`config.mk`:
```
export PLATFORM = sky130hd
export DESIGN_NAME = param_accu_hs_flat
export DESIGN_NICKNAME = d
export VERILOG_FILES = /design/src/rtl/param_accu_hs_if.sv /design/src/rtl/param_accu_hs.sv /design/src/flat_wrapper.sv
export SDC_FILE = /design/constraint.sdc
export NUM_CORES = 1
export LEC_CHECK = 0
export ABC_AREA = 1
export ABC_CLOCK_PERIOD_IN_PS = 1600
export BUFFER_PORTS_ARGS = -buffer_cell sky130_fd_sc_hd__buf_2
export CAP_MARGIN = 20
export CORE_MARGIN = 3
export CORE_UTILIZATION = 49
export DETAILED_ROUTE_END_ITERATION = 6
export PLACE_DENSITY = 0.74
export SYNTH_ARGS = -nofsm -noshare
export SYNTH_HDL_FRONTEND = slang
export SYNTH_SLANG_ARGS = --single-unit
```
`constraint.sdc`:
```
create_clock -name clk -period 1.6 [get_ports clk]
set_clock_uncertainty 0.05 [all_clocks]
set_input_delay 0.16 -clock clk [delete_from_list [all_inputs] [get_ports clk]]
set_output_delay 0.16 -clock clk [all_outputs]
set_load 0.05 [all_outputs]
```
`src/rtl/param_accu_hs_if.sv`:
```
// ============================================================================
// Module      : param_accu_hs_if
// Description : Valid/ready stream bundle for param_accu_hs (sample in, sum out).
//               ACCU_FLUSH_EN adds the last_in / cnt_out pair.
// Revision    : 1.0 - initial release
// ============================================================================
`default_nettype none

interface param_accu_hs_if #(
    parameter int DATA_W  = 8,
    parameter int ACC_NUM = 4
) ();
    localparam int OUT_W = DATA_W + $clog2(ACC_NUM);

    logic [DATA_W-1:0] data_in;
    logic              valid_in;
    logic              ready_in;
    logic [OUT_W-1:0]  data_out;
    logic              valid_out;
    logic              ready_out;
`ifdef ACCU_FLUSH_EN
    localparam int CNT_W = $clog2(ACC_NUM) + 1;
    logic              last_in;
    logic [CNT_W-1:0]  cnt_out;
`endif

    // Producer/consumer side that surrounds the accumulator
    modport master (
`ifdef ACCU_FLUSH_EN
        output last_in,
        input  cnt_out,
`endif
        output data_in, valid_in, ready_out,
        input  ready_in, data_out, valid_out
    );

    modport slave (
`ifdef ACCU_FLUSH_EN
        input  last_in,
        output cnt_out,
`endif
        input  data_in, valid_in, ready_out,
        output ready_in, data_out, valid_out
    );
endinterface

`default_nettype wire

```
`src/rtl/param_accu_hs.sv`:
```
// ============================================================================
// Module      : param_accu_hs
// Description : Sums groups of ACC_NUM unsigned samples with valid/ready on both
//               sides; optional early group close via macro ACCU_FLUSH_EN.
// Revision    : 1.0 - initial release
// ============================================================================
`default_nettype none

module param_accu_hs #(
    parameter int DATA_W  = 8,
    parameter int ACC_NUM = 4
) (
    input  wire logic       clk,
    input  wire logic       rst_n,
    param_accu_hs_if.slave  bus
);
    localparam int OUT_W = DATA_W + $clog2(ACC_NUM);
    localparam int CNT_W = $clog2(ACC_NUM) + 1;
    localparam int EXT_W = OUT_W - DATA_W;

    localparam logic [CNT_W-1:0] c_cnt_last = CNT_W'(ACC_NUM - 1);
    localparam logic [CNT_W-1:0] c_cnt_one  = CNT_W'(1);

    logic [OUT_W-1:0] r_sum;
    logic [CNT_W-1:0] r_cnt;
    logic [OUT_W-1:0] r_data_out;
    logic             r_valid_out;

    logic             w_complete;
    logic             w_ready_in;
    logic             w_acc;
    logic             w_take;
    logic [OUT_W-1:0] w_sum_next;

`ifdef ACCU_FLUSH_EN
    logic [CNT_W-1:0] r_cnt_out;
    assign w_complete  = (r_cnt == c_cnt_last) || bus.last_in;
    assign bus.cnt_out = r_cnt_out;
`else
    assign w_complete  = (r_cnt == c_cnt_last);
`endif

    // Only a completing beat can stall: it needs the output register free
    assign w_ready_in = !(w_complete && r_valid_out && !bus.ready_out);
    assign w_acc      = bus.valid_in && w_ready_in;
    assign w_take     = r_valid_out && bus.ready_out;
    assign w_sum_next = r_sum + {{EXT_W{1'b0}}, bus.data_in};

    assign bus.ready_in  = w_ready_in;
    assign bus.data_out  = r_data_out;
    assign bus.valid_out = r_valid_out;

    always_ff @(posedge clk or negedge rst_n) begin
        if (!rst_n) begin
            r_sum       <= '0;
            r_cnt       <= '0;
            r_data_out  <= '0;
            r_valid_out <= 1'b0;
`ifdef ACCU_FLUSH_EN
            r_cnt_out   <= '0;
`endif
        end else begin
            if (w_take) begin
                r_valid_out <= 1'b0;
            end
            // A completing accept overrides the clear above, giving bubble-free groups
            if (w_acc) begin
                if (w_complete) begin
                    r_data_out  <= w_sum_next;
                    r_valid_out <= 1'b1;
                    r_sum       <= '0;
                    r_cnt       <= '0;
`ifdef ACCU_FLUSH_EN
                    r_cnt_out   <= r_cnt + c_cnt_one;
`endif
                end else begin
                    r_sum <= w_sum_next;
                    r_cnt <= r_cnt + c_cnt_one;
                end
            end
        end
    end
endmodule

`default_nettype wire

```
`src/flat_wrapper.sv`:
```
// flat-port wrapper written by rule: the top's interface ports become plain ports
module param_accu_hs_flat 
#(
    parameter int DATA_W  = 8,
    parameter int ACC_NUM = 4
)
  (clk, rst_n, bus_data_in, bus_valid_in, bus_ready_out, bus_ready_in, bus_data_out, bus_valid_out);
  param_accu_hs_if #(.DATA_W(DATA_W), .ACC_NUM(ACC_NUM)) bus_i ();
  input  wire logic clk;
  input  wire logic rst_n;
  input wire logic [$bits(bus_i.data_in)-1:0] bus_data_in;
  input wire logic [$bits(bus_i.valid_in)-1:0] bus_valid_in;
  input wire logic [$bits(bus_i.ready_out)-1:0] bus_ready_out;
  output wire logic [$bits(bus_i.ready_in)-1:0] bus_ready_in;
  output wire logic [$bits(bus_i.data_out)-1:0] bus_data_out;
  output wire logic [$bits(bus_i.valid_out)-1:0] bus_valid_out;
  assign bus_i.data_in = bus_data_in;
  assign bus_i.valid_in = bus_valid_in;
  assign bus_i.ready_out = bus_ready_out;
  assign bus_ready_in = bus_i.ready_in;
  assign bus_data_out = bus_i.data_out;
  assign bus_valid_out = bus_i.valid_out;
  param_accu_hs #(.DATA_W(DATA_W), .ACC_NUM(ACC_NUM)) u_core (.clk(clk), .rst_n(rst_n), .bus(bus_i));
endmodule
```
# Word-level counts from Yosys, hierarchy flattened
# Cells that the tools add are included.
# W data, S select, Z words.
# classes
eq_ne,1
addsub,2
n_mux,5
reduce_logical,7
# ops
op,n
$add A10 B8 Y10,1
$mux W10,1
$logic_and A1 B1 Y1,4
$add A3 B1 Y3 const B,1
$eq A3 B2 Y1 const B,1
$mux W1,3
$mux W3,1
$logic_not A1 Y1,2
$reduce_and A2 Y1,1
# word_totals
in_bits,12
word_cells,19
register_bits,24

# Logic depth before layout (Yosys ltp)
# logic_depth
ltp_word,6
depth_mapped,10

# Worst setup path after synthesis
# OpenSTA, ideal clock, no wires.
# synth_timing
path_kind,flip-flop to flip-flop
startpoint,register u_core.r_sum[0]
endpoint,"register u_core.r_data_out[8], in the netlist u_core.bus.data_out[8]"
setup_time_ns,0.118
required_ns,1.432
synth_period_minus_slack_ns,1.602
stages_incl_launch_ff,10
path_buffers,0
slack_ns,-0.002
t_arrival_ns,1.434
path_cell_list,dfrtp_1 -> ha_1 -> inv_1 -> fa_1 -> o21ai_2 -> nand2_1 -> nand2_1 -> nand2_1 -> nand3_1 -> nand2_1
# synth_via
elab_chain_cells,1
# synth_lines
element,line,text
start: declaration,param_accu_hs.sv:24,logic [OUT_W-1:0] r_sum;
start signal: assignment,param_accu_hs.sv:77,r_sum <= w_sum_next;
$add A10 B8 Y10,param_accu_hs.sv:47,"assign w_sum_next = r_sum + {{EXT_W{1'b0}}, bus.data_in};"
end signal: assignment,param_accu_hs.sv:69,r_data_out <= w_sum_next;
end: declaration,param_accu_hs.sv:26,logic [OUT_W-1:0] r_data_out;
# Every way passes these cells.
# A chain may end at the register's enable or synchronous reset.

# Worst setup path after layout
# Same ends and word-level chain as after synthesis.

==> flow_summary.yaml <==
global_route:
  antenna_found_initial: 0
  grt-ovfl-total: 0
  track_usage_pct: 19.0
  grt_pass1_wl_mm: 5.07
  grt_pass1_vias: 1248
  grt_max_degree: 25
sta:
  worst_pin_slew_ns: 0.555
  rsz0062_at_grt: "yes"
  hold_viol_final: 0
  setup_viol: 4
  finalSetupTns_ns: -0.120
  slew_viol_final: 0
  slew_headroom_pct: 63.0
  fmax_ghz: 0.611
  setup_ws_ns: -0.0370
  min_period_ns: 1.64
  period_share_pct: 102
synthesis:
  synth_warnings: 0
  synth_area_per_cell_um2: 8.18
  synth_area_um2: 1370
  ys_seq_elements: 24
  synth.net_count: 189
  seq_area_frac_synth_pct: 44.0
  syn-instance-count: 167
  ys_types: 23
status:
  violations: "negative setup slack"
  status: "finished with violations"
cells_and_area:
  final_cell_mix: "nand2_1, dfrtp_1, buf_2, buf_4, inv_1"
  diodes: 0
  final_cells: 241
  multi_input_area_um2: 806
  drive_above_1_share_pct: 33.6
  areaGrowthSynthToFinish_pct: 33.2
  final_nets: 234
  final_common_cell: "nand2_1"
  fill_cells: 203
  regArea_um2: 601
clock_network:
  clk_latency_ns: 0.31
  clk_path_buf_depth: 2
  root_buffer: "clkbuf_4"
  cts-buffers-inserted: 3
  cts_max_level: 1
  clock-sinks: 24
  cts_tree: "done"
  clk_pin_slew_ns: 0.13
min_path:
  hp-class: "in -> reg"
pwr:
  clockPowerShare_pct: 8.6
  power.density_nw_per_um2: 2040
  power.share.combinational_pct: 62.9
  internal_power_mw: 1.93
  p_leak_nw: 0.954
  p_switching_mw: 1.79
  power.share.switching_pct: 48.2
  ir_worst_vdd_v: 0.00132
  seq_power_share_pct: 28.4
critical_path:
  path_class: "reg -> reg"
  end_kind: "flop"
  critPathMaxFanout: 3
  start_kind: "flop"
  crit_required_ns: 1.77
  cp.arrival_ns: 1.81
place:
  post-dp-hpwl_mm: 2.25
  portBuffers: 23
  gp_congestion: 0.875
  dp_cells: 226
die:
  start_util_pct: 53.2
  dieArea_um2: 3460
  ios: 24
  rows: 18
  die_w_um: 58.8
  core_um2: 2570
  fp.dieH_um: 58.8
route:
  num_vias: 1251
  firstDrtPassIters: 4
  viasPerCell: 5.19
  wl_per_cell_um: 12.8
  wirelength_mm: 3.08
  drt_iter0_drc: 19
  drc: 0
  antenna_left: 0
flow_run:
  maxCapViolations: 0
==> stage by stage <==
step / hold slack [ns] / setup WS [ns] / utilization, % / power [mW] / cell area [um^2]
2_1_floorplan: -0.186 / 0.0238 / - / 2.51 / 1370
3_3_place_gp: 0.119 / -0.0372 / 61.3 / 2.95 / 1570
3_5_place_dp: 0.128 / -0.128 / 61.3 / 3.02 / 1570
4_1_cts: 0.206 / -0.0560 / 65.4 / 3.43 / 1680
5_1_grt: 0.240 / -0.119 / 70.9 / 4.02 / 1820
6_report: 0.213 / -0.0370 / 70.9 / 3.72 / 1820
==> routing by layer <==
layer,wire length [um],GRT usage [%],vias to the layer above
li1,-,-,623
met1,1350,22.7,591
met2,1540,33.0,29
met3,132,2.41,8
met4,57,10.4,0
met5,0,0,-
==> critical path, cell delays in order (launching register included) <==
cell and delay [ns]:
dfrtp_1 0.39, ha_2 0.19, inv_2 0.04, fa_2 0.37, o21ai_4 0.18, nand2_2 0.07, nand2_1 0.07, nand2_1 0.06
nand3_1 0.08, nand2_1 0.06
==> flip-flops by register name, indices dropped and copies added, names as in the netlist <==
register and cells:
u_core.r_sum 10, u_core.bus.valid_out 1, u_core.bus.data_out 10, u_core.r_cnt 3
==> path summary, 6_finish.rpt <==
| kind | startpoint | to | slack [ns] | cells after the start |
|---|---|---|---|---|
| worst max-delay path | u_core.r_sum[0] | u_core.bus.data_out[8] | -0.04 | 9 |
| worst min-delay path | bus_data_in[0] | u_core.bus.data_out[0] | 0.21 | 4 |
| worst max register to register | u_core.r_sum[0] | u_core.bus.data_out[8] | -0.04 | 9 |
| worst min register to register | u_core.bus.data_out[0] | u_core.bus.data_out[0] | 0.44 | 2 |
| max in group asynchronous | rst_n | u_core.r_cnt[0] | 0.84 | 2 |
| min in group asynchronous | rst_n | u_core.r_sum[5] | 0.30 | 2 |
==> area by class of cell <==
type | count | area share (%)
multi-input cells | 125 | 44.3
well taps | 30 | 2.06
flip-flops and latches | 24 | 33.0
repair buffers | 41 | 15.2
inverters | 17 | 3.51
clock buffers | 4 | 1.99
==> synth_stat cells, drive strengths merged <==
master	count	area [um^2]
xnor2	2	17.5
ha	9	113
nand2	62	240
a21boi	2	15.0
o21a	1	7.51
nor2	10	47.6
dfrtp	24	601
nand3	15	75.1
a21oi	6	41.3
nand4	1	6.26
nand3b	3	22.5
fa	1	20.0
o21ai	11	70.1
o22ai	1	6.26
inv	17	63.8
buf	1	11.3
xor2	1	8.76
==> cells by family after synthesis <==
logic type | Yosys count | synth area share [%]
AOI/OAI and AO/OA | 21 | 10.3
xor gates and xnor gates | 3 | 1.92
adders and majority gates | 10 | 9.71
buffers and inverters | 18 | 5.49
DFF | 24 | 44.0
and+or+nand+nor | 91 | 28.7
==> power by group through the flow <==
stage	Combinational [mW]	Clock, mW	Sequential, mW
floorplan	1.06	0	1.45
global route	2.58	0.350	1.09
detailed placement	1.97	0	1.04
CTS	2.07	0.333	1.03
global placement	1.92	0	1.03
finish	2.34	0.320	1.06
==> what timing repair did <==
item                       4_1_cts  5_1_grt
setup buffers                    3        5
hold buffers                     3        0
pin swaps                        3        5
resized for setup                6       19
hold endpoints to repair        26        0
setup endpoints to repair        7       16
Note: power is estimated with default switching activity, not from simulation.
